## src/rtl/fetch_pkg.sv

```systemverilog
`default_nettype none
// ============================================================================
//  Module      : fetch_pkg
//  Description : Shared types and constants for the instruction fetch stage
//                and the pipeline registers that follow it.
//  Revision    : 1.0 - initial release
// ============================================================================
package fetch_pkg;

    // Fetch sequencer states.
    typedef enum logic [1:0] {
        ST_BOOT   = 2'd0,
        ST_RUN    = 2'd1,
        ST_HALTED = 2'd2
    } fetch_state_t;

    // Default encoding that stops instruction fetch.
    localparam logic [31:0] DEFAULT_HALT_WORD = 32'hFFFF_FFFF;

    // Bubble written into a pipeline register on flush.
    localparam logic [31:0] INST_NOP = 32'h0000_0000;

    // Bytes per instruction word; PC increment.
    localparam logic [31:0] WORD_BYTES = 32'd4;

endpackage : fetch_pkg
`default_nettype wire

```

## src/rtl/instruction_fetch_if_id_register.sv

```systemverilog
`default_nettype none
// ============================================================================
//  Module      : if_id_register
//  Description : IF/ID pipeline register holding valid, instruction, pc and
//                pc+4. Flush beats load, load beats clear; with no control
//                asserted the contents hold (stall).
//  Revision    : 1.0 - initial release
// ============================================================================
module if_id_register
    import fetch_pkg::*;
(
    input  logic        clk,
    input  logic        rst,          // synchronous, active-low
    input  logic        i_clear,      // drop valid, keep payload
    input  logic        i_flush,      // drop valid and bubble the instruction
    input  logic        i_load,       // capture a new instruction
    input  logic [31:0] i_inst,
    input  logic [31:0] i_pc,
    input  logic [31:0] i_pc_plus4,
    output logic        o_valid,
    output logic [31:0] o_inst,
    output logic [31:0] o_pc,
    output logic [31:0] o_pc_plus4
);

    logic        r_valid;
    logic [31:0] r_inst;
    logic [31:0] r_pc;
    logic [31:0] r_pc_plus4;

    // Pipeline register update with flush > load > clear > hold priority.
    always_ff @(posedge clk) begin
        if (!rst) begin
            r_valid    <= 1'b0;
            r_inst     <= INST_NOP;
            r_pc       <= 32'd0;
            r_pc_plus4 <= 32'd0;
        end else if (i_flush) begin
            r_valid <= 1'b0;
            r_inst  <= INST_NOP;
        end else if (i_load) begin
            r_valid    <= 1'b1;
            r_inst     <= i_inst;
            r_pc       <= i_pc;
            r_pc_plus4 <= i_pc_plus4;
        end else if (i_clear) begin
            r_valid <= 1'b0;
        end
    end

    assign o_valid    = r_valid;
    assign o_inst     = r_inst;
    assign o_pc       = r_pc;
    assign o_pc_plus4 = r_pc_plus4;

endmodule : if_id_register
`default_nettype wire

```

## src/rtl/instruction_fetch.sv

```systemverilog
`default_nettype none
// ============================================================================
//  Module      : instruction_fetch
//  Description : Fetch stage. Owns the PC, addresses instruction memory
//                combinationally and fills the IF/ID register. Handles stall,
//                branch/jump redirect, halt word and out-of-range fetch.
//  Revision    : 1.0 - initial release
// ============================================================================
module instruction_fetch
    import fetch_pkg::*;
#(
    parameter logic [31:0] RESET_PC  = 32'h0000_0000,
    parameter int unsigned MEM_BYTES = 4096,
    parameter logic [31:0] HALT_WORD = DEFAULT_HALT_WORD
) (
    input  logic        clk,
    input  logic        rst,              // synchronous, active-low
    input  logic        stall,
    input  logic        redirect_valid,
    input  logic [31:0] redirect_target,
    input  logic [31:0] inst,
    output logic [31:0] read_address,
    output logic        if_id_valid,
    output logic [31:0] if_id_inst,
    output logic [31:0] if_id_pc,
    output logic [31:0] if_id_pc_plus4,
    output logic        halted,
    output logic        fetch_error
);

    localparam logic [31:0] c_mem_bytes = 32'(MEM_BYTES);
    localparam logic [31:0] c_last_pc   = c_mem_bytes - WORD_BYTES;

    fetch_state_t r_state;
    fetch_state_t w_state_next;
    logic [31:0]  r_pc;
    logic [31:0]  w_pc_next;
    logic [31:0]  w_pc_plus4;
    logic         r_halted;
    logic         w_halted_next;
    logic         r_fetch_error;
    logic         w_fetch_error_next;
    logic         w_load;
    logic         w_flush;
    logic         w_clear;
    logic         w_target_legal;

    assign w_pc_plus4     = r_pc + WORD_BYTES;
    assign w_target_legal = (redirect_target[1:0] == 2'b00) &&
                            (redirect_target < c_mem_bytes);

    // State, PC and sticky status registers.
    always_ff @(posedge clk) begin
        if (!rst) begin
            r_state       <= ST_BOOT;
            r_pc          <= RESET_PC;
            r_halted      <= 1'b0;
            r_fetch_error <= 1'b0;
        end else begin
            r_state       <= w_state_next;
            r_pc          <= w_pc_next;
            r_halted      <= w_halted_next;
            r_fetch_error <= w_fetch_error_next;
        end
    end

    // Next-state and IF/ID control; RUN checks are in strict priority order.
    always_comb begin
        w_state_next       = r_state;
        w_pc_next          = r_pc;
        w_halted_next      = r_halted;
        w_fetch_error_next = r_fetch_error;
        w_load             = 1'b0;
        w_flush            = 1'b0;
        w_clear            = 1'b0;
        case (r_state)
            ST_BOOT: begin
                w_clear      = 1'b1;
                w_state_next = ST_RUN;
            end
            ST_RUN: begin
                if (redirect_valid) begin
                    if (w_target_legal) begin
                        w_pc_next = redirect_target;
                        w_flush   = 1'b1;
                    end else begin
                        w_fetch_error_next = 1'b1;
                        w_halted_next      = 1'b1;
                        w_state_next       = ST_HALTED;
                        w_clear            = 1'b1;
                    end
                end else if (stall) begin
                    // Hold PC and IF/ID.
                end else if (inst == HALT_WORD) begin
                    w_halted_next = 1'b1;
                    w_state_next  = ST_HALTED;
                    w_clear       = 1'b1;
                end else if (r_pc == c_last_pc) begin
                    // Last word in memory: take it, then stop before leaving.
                    w_load             = 1'b1;
                    w_fetch_error_next = 1'b1;
                    w_halted_next      = 1'b1;
                    w_state_next       = ST_HALTED;
                end else begin
                    w_load    = 1'b1;
                    w_pc_next = w_pc_plus4;
                end
            end
            ST_HALTED: begin
                w_clear = 1'b1;
            end
            default: begin
                w_clear      = 1'b1;
                w_state_next = ST_BOOT;
            end
        endcase
    end

    if_id_register u_if_id (
        .clk        (clk),
        .rst        (rst),
        .i_clear    (w_clear),
        .i_flush    (w_flush),
        .i_load     (w_load),
        .i_inst     (inst),
        .i_pc       (r_pc),
        .i_pc_plus4 (w_pc_plus4),
        .o_valid    (if_id_valid),
        .o_inst     (if_id_inst),
        .o_pc       (if_id_pc),
        .o_pc_plus4 (if_id_pc_plus4)
    );

    assign read_address = r_pc;
    assign halted       = r_halted;
    assign fetch_error  = r_fetch_error;

endmodule : instruction_fetch
`default_nettype wire
```

## config.mk

```make
export PLATFORM = sky130hd
export DESIGN_NAME = instruction_fetch
export DESIGN_NICKNAME = d
export VERILOG_FILES = /design/src/rtl/fetch_pkg.sv /design/src/rtl/instruction_fetch_if_id_register.sv /design/src/rtl/instruction_fetch.sv
export SDC_FILE = /design/constraint.sdc
export NUM_CORES = 1
export LEC_CHECK = 0
export BUFFER_PORTS_ARGS = -buffer_cell sky130_fd_sc_hd__buf_4
export CAP_MARGIN = 20
export CORE_UTILIZATION = 43
export CTS_BUF_LIST = sky130_fd_sc_hd__clkbuf_8
export CTS_CLUSTER_SIZE = 16
export DETAILED_ROUTE_END_ITERATION = 7
export PLACE_DENSITY = 0.7
export SLEW_MARGIN = 20
export SYNTH_ARGS = -nofsm -noshare
export SYNTH_HDL_FRONTEND = slang
export SYNTH_SLANG_ARGS = --single-unit
```

## constraint.sdc

```tcl
create_clock -name clk -period 2.3 [get_ports clk]
set_input_delay 0 -clock clk [delete_from_list [all_inputs] [get_ports clk]]
set_output_delay 0 -clock clk [all_outputs]
set_load 0.01 [all_outputs]
```

==> reports/summary.md, run 1 <==
• **input/output buffers** 198
• **placer congestion estimate** 0.8498
• **Seq/Total Area, Yosys** 46.12%
• **global-route usage over all layers** 26.81%
• **result of the run** complete, no violations
• **final-report max-slew violation count** 0
• **Synth Instances** 719
• **leftover overflow at the end of global routing** 0
• **area of the die** 13,690 um^2
• **maximum vdd ir drop** 0.4143 mV
• **origin of the critical flop-to-flop path** read_address[2]
• **number of sinks on the clock net** 131
• **maximum buffer depth of the clock tree** 2
• **critical path capture point type** register
• **number of CTS-inserted buffers** 17
• **detailed-router iteration count before antenna repair** 5
• **DP Wirelength** 12,250 um
• **crit-path cells** ha_2 -> nand2_2 -> or4_4 -> nor3_4 -> nand3_1 -> or3_1 -> a21oi_1
• **Avg Inst Size Synth** 7.909 um^2
• **Fin Setup TNS** 0 ns
• **delay of the slowest cell on the worst path** 0.62 ns
• **DIE HEIGHT** 117 um
• **initial drt markers** 409
• **proportion of register bits with asynchronous set or reset after synthesis** 0%
• **reported net switching power** 0.001157 W
• **synthesized cell area** 5687 um^2
• **commonest cells in the netlist** nand2_1 (173), dfxtp_1 (131), a21oi_1 (95)
• **number of flip-flops and latches in the synthesized netlist** 131
• **TritonCTS clock tree** yes
• **critical path arrival** 2.58 ns
• **placeable core region** 12,770 um^2
• **Rows** 41
• **Required @ worst endpoint** 2.66 ns
• **Root Driver** clkbuf_8
• **power share of the clock group** 38.1%
• **standard cell area after detailed placement** 7606 um^2
• **slew at the pin with the worst max-slew slack** 0.4865 ns
• **Design Area, Final** 8478 um^2
• **Max Clk Rate** 450.7 MHz
• **dominant synthesized flop cell** dfxtp_1
• **biggest area consumer among synthesized cells** dfxtp_1
• **largest net degree at the start of global routing** 96
• **number of failing setup endpoints in the final timing report** 0
• **highest fanout seen on the critical path** 6
• **number of warnings issued by yosys** 0
• **post-CTS clock slew at the launch and capture registers of the worst setup and hold paths** 0.07 ns
• **Critical Path Source Type** register
• **total I/O pin count** 199
• **Period Utilization, post-route** 96.46%
• **power after layout** 0.004732 W
• **Flop pwr share** 49.8%
• **number of diodes** 0
• **relative contribution of combinational cells to total power** 12.1%
• **fraction of synthesized cell area taken by the top area cell type** 46.12%
• **Die Width** 117 um
• **Routed wire per std cell** 15.56 um
• **switching power as a share of total power** 24.44%
• **net count after synthesis** 788
• **class of the most critical hold timing path** in -> reg
• **worst skew pair latency** 0.44 ns
• **P_int** 0.003575 W
• **launching instance or port of the critical path** read_address[2]
• **Area growth syn-to-layout** 49.09%
• **standby leakage power** 3.442 nW
• **Final Hold Vio Count** 0
• **worst clock skew** 0.008655 ns
• **vias after detailed routing** 6,110
• **post-detailed-route via-to-cell ratio** 5.272
• **startpoint of the worst hold path** redirect_target[2]
• **max cap viols** 0
• **via count of the first global-routing pass** 5,640
• **RSZ-0062 raised after global routing** true
• **number of distinct library cells after synthesis** 51
• **residual antenna-violating net count after detailed routing** 0
• **start-to-end type of the worst setup path** reg -> reg
• **Post-synth EDFFs** 0
• **fraction of layout instances using a drive strength above 1** 30.70%
• **top cells by area in the synthesized netlist** dfxtp_1 (46%), nand2_1 (11%), a21oi_1 (8.4%)
• **slowest library cell on the worst path** or4_4
• **global-route wire length before repair** 28,010 um
• **final critical-path required period** 2.219 ns
• **Pwr per Cell Area** 558.1 nW/um^2
• **# DRC** 0
• **CTS HTree Levels** 4
• **Min Hold Slack** 0.04810 ns
• **most instantiated library cell after synthesis** nand2_1
• **Total Wirelength** 18,040 um
• **NumNets Final** 1,045
• **effective utilization at floorplan** 44.52%
• **number of antenna violations at the first check in global routing** 0
• **worst rel slew slack** 67.27%
[area by class of cell]
class	instances	area, um^2
Clock buffer	22	302.8
Clock inverter	8	61.31
Fill cell	1084	4295
Inverter	10	37.54
Multi-Input combinational cell	517	2811
Sequential cell	131	2625
Tap cell	172	215.2
Timing Repair Buffer	299	2425
[per-stage QoR]
step	cells	setup WS (ns)	util, %
CTS	1156	0.02202	66.08
detailed placement	1079	0.04446	59.55
global route	1159	-0.04587	66.37
finish	1159	0.08131	66.37
global placement	1079	0.1334	59.55
floorplan	719	0.05940	-
[metal layers]
metal  GRT usage, %  vias to the layer above  part of all wire (%)
li1               -                     2992                     -
met1          33.40                     2845                    44
met2          44.18                      240                    47
met3          6.746                       33                   7.1
met4          11.39                        0                   2.3
met5              0                        -                     0
[logic make-up after synthesis]
logic type | synth area share [%]
xor gates and xnor gates | 3.850
and+or+nand+nor | 25.50
buffers and inverters | 5.259
AOI/OAI and AO/OA | 17.80
DFF | 46.12
adders and majority gates | 0.2200
muxes | 1.254
[worst max-delay path: cells and delay by family (launching register included)]
kind | cells | cell delay [ns]
AOI/OAI and AO/OA | 1 | 0.16
adders and majority gates | 1 | 0.22
DFF | 1 | 0.33
and+or+nand+nor | 5 | 1.43
[placed cells by master (no fill, tap or decap), types with 3 or more instances in the layout]
cell,n
o221a_2,4
nand3_1,12
buf_4,247
o21a_1,3
and4_1,4
nor3_1,12
o31ai_1,4
o21ai_0,22
dfxtp_1,129
mux2i_1,6
dlygate4sd3_1,47
clkinv_2,4
clkbuf_8,22
xnor2_1,13
a31oi_1,4
and3_1,6
and2_1,4
inv_1,12
o32ai_1,5
a211oi_1,21
or3_1,3
a21oi_1,95
nand2b_1,7
nand2_1,172
buf_12,5
xor2_1,12
nor2_1,48
nor4_1,17
nand4_1,12
[timing repair]
item | in CTS | in global routing
endpoints found under the setup margin | 0 | 12
endpoints found under the hold margin | 57 | 0
resized for setup | 0 | 4
hold buffers | 47 | 0
setup buffers | 0 | 3
[worst paths after layout]
kind	endpoint	slack, ns	cells past startpoint
setup / recovery	read_address[30]	0.08	7
hold / removal	read_address[2]	0.05	4
setup reg to reg	read_address[30]	0.08	7
hold reg to reg	u_if_id.o_pc[31]	0.45	2
[state kept, by name, indices dropped and copies added (netlist names)]
register / flops
read_address: 32
u_if_id.o_inst: 32
u_if_id.o_pc_plus4: 32
u_if_id.o_pc: 30
r_state: 2
fetch_error: 1
halted: 1
u_if_id.o_valid: 1
[power groups by stage]
stage / registers, W / logic (W) / clock network (W)
6_report: 0.00236 / 0.000572 / 0.00180
5_1_grt: 0.00236 / 0.000621 / 0.00195
4_1_cts: 0.00236 / 0.000567 / 0.00185
3_5_place_dp: 0.00241 / 0.000500 / 0
3_3_place_gp: 0.00240 / 0.000491 / 0
2_1_floorplan: 0.00243 / 0.000203 / 0
Note: power is estimated with default switching activity, not from simulation.
==> inputs of run 2 (changes only) <==
--- a/config.mk
+++ b/config.mk
@@ -11,8 +11,9 @@
 export CTS_BUF_LIST = sky130_fd_sc_hd__clkbuf_8
 export CTS_CLUSTER_SIZE = 16
 export DETAILED_ROUTE_END_ITERATION = 7
-export PLACE_DENSITY = 0.7
+export PLACE_DENSITY = 0.69
 export SLEW_MARGIN = 20
 export SYNTH_ARGS = -nofsm -noshare
 export SYNTH_HDL_FRONTEND = slang
+export SYNTH_HIERARCHICAL = 1
 export SYNTH_SLANG_ARGS = --single-unit
==> constraint.sdc (replaced) <==
create_clock -name clk -period 1.8 [get_ports clk]
set_input_delay 0 -clock clk [delete_from_list [all_inputs] [get_ports clk]]
set_output_delay 0 -clock clk [all_outputs]
set_load 0.01 [all_outputs]
==> reports/summary.md, run 2 <==
• **Placement Setup Slack** -0.2123 ns
• **placeable core region** 14,100 um^2
• **total I/O pin count** 199
• **# DRC** 0
• **initial drt markers** 411
• **worst rel slew slack** 65.70%
• **power after layout** 0.007037 W
• **post-detailed-route via-to-cell ratio** 5.294
• **CTS HTree Levels** 4
• **DIE HEIGHT** 123.3 um
• **result of the run** finished with violations
• **number of warnings issued by yosys** 6
• **detailed-router iteration count before antenna repair** 4
• **global-route usage over all layers** 25.88%
• **relative contribution of combinational cells to total power** 12.2%
• **leftover overflow at the end of global routing** 0
• **critical path arrival** 2.33 ns
• **Rows** 43
• **DP Wirelength** 13,010 um
• **start-to-end type of the worst setup path** reg -> reg
• **residual antenna-violating net count after detailed routing** 0
• **dominant synthesized flop cell** dfxtp_1
• **most frequent cells in the layout** buf_4 (281), nand2_1 (161), dfxtp_1 (115)
• **maximum buffer depth of the clock tree** 2
• **number of sinks on the clock net** 133
• **Pwr per Cell Area** 704.8 nW/um^2
• **Total Wirelength** 20,590 um
• **proportion of register bits with asynchronous set or reset after synthesis** 0%
• **global-route wire length before repair** 30,230 um
• **slowest library cell on the worst path** or3_4
• **area of the die** 15,200 um^2
• **commonest cells in the netlist** nand2_1 (165), dfxtp_1 (133), mux2i_1 (100)
• **fraction of synthesized cell area in xor and xnor cells** 3.878%
• **max cap viols** 0
• **biggest area consumer among synthesized cells** dfxtp_1
• **Avg Inst Size Synth** 8.881 um^2
• **via count of the first global-routing pass** 6,060
• **violated checks** negative setup slack
• **highest fanout seen on the critical path** 8
• **standby leakage power** 4.096 nW
• **top cells by area in the synthesized netlist** dfxtp_1 (42%), mux2i_1 (16%), nand2_1 (9.8%)
• **number of antenna violations at the first check in global routing** 0
• **synthesized cell area** 6324 um^2
• **Period Utilization, post-route** 110.0%
• **Max Clk Rate** 505.0 MHz
• **worst skew pair latency** 0.47 ns
• **Routed wire per std cell** 16.85 um
• **placer congestion estimate** 0.8409
• **NumNets Final** 1,098
• **most instantiated library cell after synthesis** nand2_1
• **largest net degree at the start of global routing** 62
• **net count after synthesis** 781
• **Seq/Total Area, Yosys** 42.11%
• **final critical-path required period** 1.980 ns
• **Post-Synth Simple-Gate Area** 22.56%
• **Required @ worst endpoint** 2.15 ns
• **core occupancy in the finished layout** 70.83%
• **number of flip-flops and latches in the synthesized netlist** 133
• **slew at the pin with the worst max-slew slack** 0.5139 ns
• **Flop pwr share** 43.0%
• **share of the synthesized area in compound gates (AO/OA/AOI/OAI)** 8.567%
• **reported net switching power** 0.001656 W
• **fraction of synthesized cell area taken by the top area cell type** 42.11%
• **P_int** 0.005381 W
• **crit-path cells** nor4_4 -> nand3_2 -> or3_4 -> a21oi_4 -> buf_12 -> nor3_2 -> a31o_1
• **Post-synth EDFFs** 0
• **number of CTS-inserted buffers** 17
• **TritonCTS clock tree** yes
• **Root Driver** clkbuf_8
• **RSZ-0062 raised after global routing** true
• **delay of the slowest cell on the worst path** 0.43 ns
• **leading cell type in the layout, fill and taps excluded** buf_4
• **combinational family with the most area after synthesis** simple AND/OR/NAND/NOR gates
• **vias after detailed routing** 6,469
• **setup slack of the critical path after layout** -0.1804 ns
• **effective utilization at floorplan** 44.86%
• **Die Width** 123.3 um
• **input/output buffers** 198
• **fraction of layout instances using a drive strength above 1** 40.60%
• **number of diodes** 0
• **Final Hold Vio Count** 0
• **Synth Instances** 712
• **number of failing setup endpoints in the final timing report** 64
• **Critical Path Source Type** register
• **number of distinct library cells after synthesis** 60
• **Area growth syn-to-layout** 57.89%
• **worst clock skew** 0.01730 ns
• **Synth Area in Adders** 0.1979%
• **class of the most critical hold timing path** in -> reg
• **power share of the clock group** 44.8%
• **post-CTS clock slew at the launch and capture registers of the worst setup and hold paths** 0.07 ns
• **critical path capture point type** register
• **final-report max-slew violation count** 0
• **maximum vdd ir drop** 0.5998 mV
• **multiplexer fraction of the synthesized cell area** 15.83%
• **switching power as a share of total power** 23.53%
run 2: cell types whose count changed after synthesis, sizes merged, moves of 10 or more:
cell	delta
mux2i	+94
a211oi	-18
buf	+13
xnor2	+10
clkbuf	-20
a21oi	-73
run 2: final timing paths:
path / startpoint / endpoint / slack (ns) / depth (start not counted)
worst max register to register: read_address[12] / read_address[4] / -0.18 / 7
worst min register to register: u_if_id/o_pc[18] / u_if_id/o_pc[18] / 0.46 / 2
worst max-delay path: read_address[12] / read_address[4] / -0.18 / 7
worst min-delay path: redirect_target[15] / read_address[15] / 0.04 / 5
run 2: layout make-up:
class / count / area (um^2)
clock buffers: 21 / 289.0
inverters: 8 / 32.53
well taps: 180 / 225.2
flip-flops and latches: 133 / 2688
fillers: 1080 / 4111
repair buffers: 353 / 2967
multi-input cells: 516 / 3565
clock inverters: 11 / 219.0
run 2: cells by family after synthesis:
family / Yosys count
simple gates: 306
flops: 133
mux: 100
compound gates: 81
fa+ha+maj: 1
xor+xnor: 28
buf+inv: 63
run 2: through the flow:
step,instances,instance area (um^2),hold WS (ns),setup TNS (ns)
finish,1222,9985,0.03701,-3.944
global route,1222,9985,0.04738,-10.24
CTS,1212,9608,0.003938,-2.870
detailed placement,1124,8463,0.2532,-11.86
global placement,1124,8463,0.2424,-10.92
floorplan,712,6431,0.1472,-1.187
run 2: power by group through the flow:
| stage | Clock [W] | Sequential, W | Combinational [W] |
|---|---|---|---|
| after global placement | 0 | 0.00308 | 0.000684 |
| after CTS | 0.00320 | 0.00302 | 0.000797 |
| final | 0.00315 | 0.00302 | 0.000861 |
| after global routing | 0.00333 | 0.00303 | 0.000919 |
| after floorplan | 0 | 0.00311 | 0.000342 |
| after detailed placement | 0 | 0.00309 | 0.000688 |
run 2: critical path: cells and delay by family, from the launching register on:
kind	cells	cell delay [ns]
buffers and inverters	1	0.16
AND/OR/NAND/NOR	4	0.93
flip-flops	1	0.35
AO/OA/AOI/OAI	2	0.44
run 2: timing repair:
item                                    4_1_cts  5_1_grt
endpoints found under the setup margin       36      131
endpoints found under the hold margin        62        0
cloned                                        1        4
resized for setup                            18       63
buffers inserted                              3        9
hold buffers                                 52        0
pin swaps                                    10       33
run 2: routing by layer:
layer / wire (um) / GRT usage (%)
met3: 1401 / 5.673
met1: 8548 / 31.89
met5: 0 / 0
met4: 316 / 9.864
met2: 10320 / 43.92
